--- config.mk ---
export PLATFORM = sky130hd
export DESIGN_NAME = spi_int_ctrl_flat
export DESIGN_NICKNAME = d
export VERILOG_FILES = /design/src/rtl/spi_int_ctrl_pkg.sv /design/src/rtl/spi_int_ctrl_if.sv /design/src/rtl/spi_int_ctrl_src.sv /design/src/rtl/spi_int_ctrl.sv /design/src/flat_wrapper.sv
export SDC_FILE = /design/constraint.sdc
export NUM_CORES = 1
export LEC_CHECK = 0
export CORE_MARGIN = 2
export CORE_UTILIZATION = 25
export DETAILED_ROUTE_END_ITERATION = 16
export GPL_TIMING_DRIVEN = 0
export PLACE_DENSITY = 0.52
export SLEW_MARGIN = 15
export SYNTH_ARGS = -nofsm -noshare
export SYNTH_HDL_FRONTEND = slang
export SYNTH_SLANG_ARGS = --single-unit
--- constraint.sdc ---
create_clock -name pclk -period 1.6 [get_ports pclk]
set_input_delay 0.48 -clock pclk [delete_from_list [all_inputs] [get_ports pclk]]
set_output_delay 0.48 -clock pclk [all_outputs]
set_load 0.01 [all_outputs]
--- src/rtl/spi_int_ctrl_pkg.sv ---
// spi_int_pkg: shared register addresses, source indices and mode encodings for spi_int_ctrl
package spi_int_pkg;
    localparam logic [1:0] ADDR_IER  = 2'd0;
    localparam logic [1:0] ADDR_ISR  = 2'd1;
    localparam logic [1:0] ADDR_RAW  = 2'd2;
    localparam logic [1:0] ADDR_MODE = 2'd3;
    localparam int SRC_TX_EMPTY = 0;
    localparam int SRC_TX_FULL  = 1;
    localparam int SRC_RX_EMPTY = 2;
    localparam int SRC_RX_FULL  = 3;
    localparam logic MODE_LEVEL = 1'b0;
    localparam logic MODE_EDGE  = 1'b1;
endpackage

--- src/rtl/spi_int_ctrl_if.sv ---
// spi_int_ctrl_if: register access bus between the APB decoder (master) and spi_int_ctrl (slave)
//   i_wr_en/i_rd_en one-cycle strobes, i_addr register index, i_wdata write data,
//   o_rdata read data registered the cycle after i_rd_en
interface spi_int_ctrl_if #(parameter int DATA_W = 8);
    logic              i_wr_en;
    logic              i_rd_en;
    logic [1:0]        i_addr;
    logic [DATA_W-1:0] i_wdata;
    logic [DATA_W-1:0] o_rdata;
    modport master (output i_wr_en, i_rd_en, i_addr, i_wdata, input o_rdata);
    modport slave  (input i_wr_en, i_rd_en, i_addr, i_wdata, output o_rdata);
endinterface

--- src/rtl/spi_int_ctrl_src.sv ---
// spi_int_src: one interrupt source -- flag history, rising-edge detect and pending bit
//   pclk/presetn clock and async active-low reset, flag live status, mode 0 level / 1 edge,
//   w1c write-1-to-clear strobe, pend pending bit
module spi_int_src
    import spi_int_pkg::*;
(
    input  logic pclk,
    input  logic presetn,
    input  logic flag,
    input  logic mode,
    input  logic w1c,
    output logic pend
);
    logic flag_q;
    // In edge mode a new rise beats a simultaneous clear so an event is never lost.
    always_ff @(posedge pclk or negedge presetn) begin
        if (!presetn) begin
            flag_q <= 1'b0;
            pend   <= 1'b0;
        end else begin
            flag_q <= flag;
            pend   <= (mode == MODE_EDGE) ? ((flag & ~flag_q) | (pend & ~w1c)) : flag;
        end
    end
endmodule

--- src/rtl/spi_int_ctrl.sv ---
// spi_int_ctrl: SPI FIFO-flag interrupt controller with IER/ISR(W1C)/RAW/MODE registers and registered IRQ
//   pclk/presetn clock and async active-low reset, i_flag live FIFO flags,
//   bus register access (slave side), o_int registered interrupt request
module spi_int_ctrl
    import spi_int_pkg::*;
#(
    parameter int NUM_SRC = 4,
    parameter int DATA_W  = 8
) (
    input  logic               pclk,
    input  logic               presetn,
    input  logic [NUM_SRC-1:0] i_flag,
    spi_int_ctrl_if.slave      bus,
    output logic               o_int
);
    logic [NUM_SRC-1:0] ier;
    logic [NUM_SRC-1:0] mode;
    logic [NUM_SRC-1:0] pend;
    logic [NUM_SRC-1:0] w1c;
    logic [NUM_SRC-1:0] wsrc;
    logic [NUM_SRC-1:0] rd_sel;
    logic               wr_ier;
    logic               wr_mode;
    assign wsrc    = bus.i_wdata[NUM_SRC-1:0];
    assign wr_ier  = bus.i_wr_en && (bus.i_addr == ADDR_IER);
    assign wr_mode = bus.i_wr_en && (bus.i_addr == ADDR_MODE);
    assign w1c     = (bus.i_wr_en && (bus.i_addr == ADDR_ISR)) ? wsrc : '0;
    for (genvar s = 0; s < NUM_SRC; s++) begin : g_src
        spi_int_src u_src (
            .pclk    (pclk),
            .presetn (presetn),
            .flag    (i_flag[s]),
            .mode    (mode[s]),
            .w1c     (w1c[s]),
            .pend    (pend[s])
        );
    end
    always_comb begin
        rd_sel = (bus.i_addr == ADDR_IER) ? ier :
                 (bus.i_addr == ADDR_ISR) ? pend :
                 (bus.i_addr == ADDR_RAW) ? i_flag : mode;
    end
    // Reads capture pre-write register values, so a same-cycle write+read returns the old value.
    always_ff @(posedge pclk or negedge presetn) begin
        if (!presetn) begin
            ier         <= '0;
            mode        <= '0;
            o_int       <= 1'b0;
            bus.o_rdata <= '0;
        end else begin
            if (wr_ier) ier <= wsrc;
            if (wr_mode) mode <= wsrc;
            o_int <= |(pend & ier);
            if (bus.i_rd_en) bus.o_rdata <= DATA_W'(rd_sel);
        end
    end
endmodule
--- src/flat_wrapper.sv ---
// flat-port wrapper written by rule: the top's interface ports become plain ports
module spi_int_ctrl_flat import spi_int_pkg::*;
#(
    parameter int NUM_SRC = 4,
    parameter int DATA_W  = 8
)
  (pclk, presetn, i_flag, o_int, bus_i_wr_en, bus_i_rd_en, bus_i_addr, bus_i_wdata, bus_o_rdata);
  spi_int_ctrl_if #(.DATA_W(DATA_W)) bus_i ();
  input  logic pclk;
  input  logic presetn;
  input  logic [NUM_SRC-1:0] i_flag;
  output logic o_int;
  input wire logic [$bits(bus_i.i_wr_en)-1:0] bus_i_wr_en;
  input wire logic [$bits(bus_i.i_rd_en)-1:0] bus_i_rd_en;
  input wire logic [$bits(bus_i.i_addr)-1:0] bus_i_addr;
  input wire logic [$bits(bus_i.i_wdata)-1:0] bus_i_wdata;
  output wire logic [$bits(bus_i.o_rdata)-1:0] bus_o_rdata;
  assign bus_i.i_wr_en = bus_i_wr_en;
  assign bus_i.i_rd_en = bus_i_rd_en;
  assign bus_i.i_addr = bus_i_addr;
  assign bus_i.i_wdata = bus_i_wdata;
  assign bus_o_rdata = bus_i.o_rdata;
  spi_int_ctrl #(.NUM_SRC(NUM_SRC), .DATA_W(DATA_W)) u_core (.pclk(pclk), .presetn(presetn), .i_flag(i_flag), .bus(bus_i), .o_int(o_int));
endmodule
==> flow_summary.json <==
{
  "vias": 627,
  "die_w_um": 64.86,
  "fin_setup_tns_ns": 0,
  "placementRows": 22,
  "place_congestion": 0.6706,
  "yosysSeqAreaShare_pct": 56.76,
  "critPathTopFamily": "buffers and inverters",
  "p_sw_uw": 346.2,
  "synth_area_leaders": "dfrtp_1 57%, mux2_2 13%, a32o_1 4.3%",
  "cts_buffers": 3,
  "final.setup.worst_slack_ns": 0.05897,
  "grt_overflow": 0,
  "synth-seq-cells": 21,
  "die_h_um": 64.86,
  "hold_path_class": "flop to flop",
  "setup_viol": 0,
  "tritoncts": "built",
  "grt.total_usage_pct": 11.38,
  "slew_violations": 0,
  "drc": 0,
  "relSlewSlack_pct": 38.81,
  "fill_cells": 386,
  "timing.fmax_mhz": 648.9,
  "antenna_found_initial": 0,
  "area_growth_pct": 32.84,
  "start_util_pct": 25.68,
  "worstPathRequired_ns": 1.75,
  "timing.final.crit_share_pct": 96.31,
  "clock_path_buffers": 2,
  "drive_gt1_share_pct": 22.22,
  "core_um2": 3606,
  "h-tree-depth": 1,
  "yosysWarnings": 0,
  "intPower_uw": 947.3,
  "die-area_um2": 4206,
  "rrSetupSlack_ns": 0.64,
  "insertion_delay_ns": 0.26,
  "clkSinkCount": 21,
  "critPathMaxStageDelay_ns": 0.51,
  "hold_viol": 0,
  "maxCapViolCount": 0,
  "dpl_worst_slack_ns": -0.3067,
  "syn_inst": 74,
  "power_density_nw_per_um2": 1052,
  "grt_pass1_wl_um": 3601,
  "power.share.clock_pct": 27.4,
  "comb_power_share_pct": 20.0,
  "clock_skew_ns": 0.005100,
  "outcome": "completed",
  "dr.pass1.iters": 3,
  "clockRootBuffer": "clkbuf_8",
  "drt-total-wl_um": 1887,
  "ys_types": 18,
  "path_class": "input pin to flop",
  "synth_top_area_share_pct": 56.76,
  "peakVddDrop_mv": 0.2744,
  "start_kind": "input pin",
  "viasPerCell": 4.265,
  "min_period_ns": 1.541,
  "switching_share_pct": 26.77,
  "critPathCaptureType": "flop",
  "grt_setup_unrepaired": "false",
  "num_antenna_cells": 0,
  "p_leak_uw": 0.0005136,
  "clk_pin_slew_worst_paths_ns": 0.08,
  "cts_setup_buffers": 0,
  "drt_iter0_markers": 26,
  "path_cells": "clkdlybuf4s50_1 > nor3b_4 > mux2_2",
  "avgRoutedWirePerCell_um": 12.84,
  "finalNetCount": 118,
  "finalCoreUtilization_pct": 34.11,
  "crit_fanout": 5,
  "cp_num_buf_inv": 1,
  "ant_nets": 0,
  "seqPwrFrac_pct": 52.6,
  "grt_max_degree": 22,
  "grt_pass1_vias": 711,
  "tightest_slew_ns": 0.9150,
  "syn_avg_cell_area_um2": 12.51,
  "io_buffers": 18,
  "critPathArrivalTime_ns": 1.69,
  "synth_area_um2": 925.9,
  "yosysTopAreaCell": "dfrtp_1",
  "io_pins": 27,
  "crit_slowest_cell": "clkdlybuf4s50_1"
}
## cells by family after synthesis
kind of cell	Yosys count	share of synthesized area, %
flops	21	56.76
simple gates	21	11.49
compound gates	13	11.35
mux	13	15.54
buf+inv	5	4.460
other cells	1	0.4050
## final timing paths
kind                                                endpoint  depth (start not counted)                  start
worst min-delay path                   u_core.bus.o_rdata[3]                          2  u_core.bus.o_rdata[3]
min in group asynchronous       u_core.g_src[2].u_src.flag_q                          1                presetn
worst max register to register         u_core.bus.o_rdata[0]                          3         u_core.mode[0]
worst min register to register         u_core.bus.o_rdata[3]                          2  u_core.bus.o_rdata[3]
max in group asynchronous                     u_core.mode[0]                          1                presetn
worst max-delay path                           u_core.ier[0]                          3          bus_i_addr[1]
## worst min-delay path: cells and delay by family (launching register included)
kind             cells  cell delay (ns)
AND/OR/NAND/NOR      1             0.06
flip-flops           1             0.36
AO/OA/AOI/OAI        1             0.06
## sequential cells by signal, summed over array words and instances (netlist names)
| signal | count |
|---|---|
| u_core.mode | 4 |
| u_core.g_src.u_src.flag_q | 4 |
| u_core.bus.o_rdata | 4 |
| u_core.o_int | 1 |
| u_core.g_src.u_src.pend | 4 |
| u_core.ier | 4 |
## per-stage QoR
step                      power, uW  cell area (um2)  hold slack, ns  std cells
after floorplan               825.6            937.1          0.1844         77
after CTS                      1314             1226          0.5194        147
after global placement        957.8             1177          0.5048        143
after global routing           1383             1230          0.5525        147
final                          1294             1230          0.5143        147
after detailed placement      964.0             1177          0.4915        143
## placed cells by master (no fill, tap or decap)
cell type / instances
dlymetal6s2s_1: 1
nand2b_1: 2
nand2_1: 10
nor3b_4: 1
buf_6: 1
o221ai_1: 1
dlygate4sd2_1: 5
clkdlybuf4s50_1: 12
conb_1: 4
buf_4: 4
o22ai_1: 3
a211oi_1: 3
and3b_2: 1
nand3_1: 1
dfrtp_1: 21
mux2_2: 11
nor2_1: 3
clkbuf_8: 3
mux2i_1: 2
a22oi_1: 2
a32o_1: 4
clkinvlp_4: 1
nor2b_1: 3
## what timing repair did
item	CTS	global route
hold buffers	0	0
gates cloned	0	0
gates resized for setup	6	2
endpoints found under the setup margin	9	3
pin swaps	0	1
## cell type report
cell class / count / area (um2) / share of cell area [%]
flip-flops and latches: 21 / 525.5 / 42.73
multi-input cells: 51 / 377.9 / 30.72
repair buffers: 18 / 176.4 / 14.34
well taps: 48 / 60.06 / 4.883
clock buffers: 3 / 41.29 / 3.357
plain buffers: 5 / 41.29 / 3.357
clock inverters: 1 / 7.507 / 0.6104
## power groups by stage
stage | clock (uW) | combinational [uW] | sequential (uW)
global route | 394 | 291 | 698
finish | 355 | 259 | 680
detailed placement | 0 | 275 | 689
global placement | 0 | 270 | 687
floorplan | 0 | 139 | 686
CTS | 367 | 266 | 681
## synthesized netlist by cell type (all sizes together)
library cell,number
buf,5
and3b,1
a32o,4
conb,1
mux2,11
nor2b,3
o221ai,1
nor2,3
mux2i,2
a22oi,2
dfrtp,21
nand2,10
nand3,1
nand2b,2
a211oi,3
nor3b,1
o22ai,3
## metal layers
layer / track usage (%) / up-vias / share of wire (%)
met5: 0 / - / 0
met4: 7.181 / 0 / 3.1
met3: 1.910 / 5 / 4.5
met2: 16.62 / 18 / 44
met1: 15.52 / 294 / 48
li1: - / 310 / -
(Power assumes the default switching activity.)
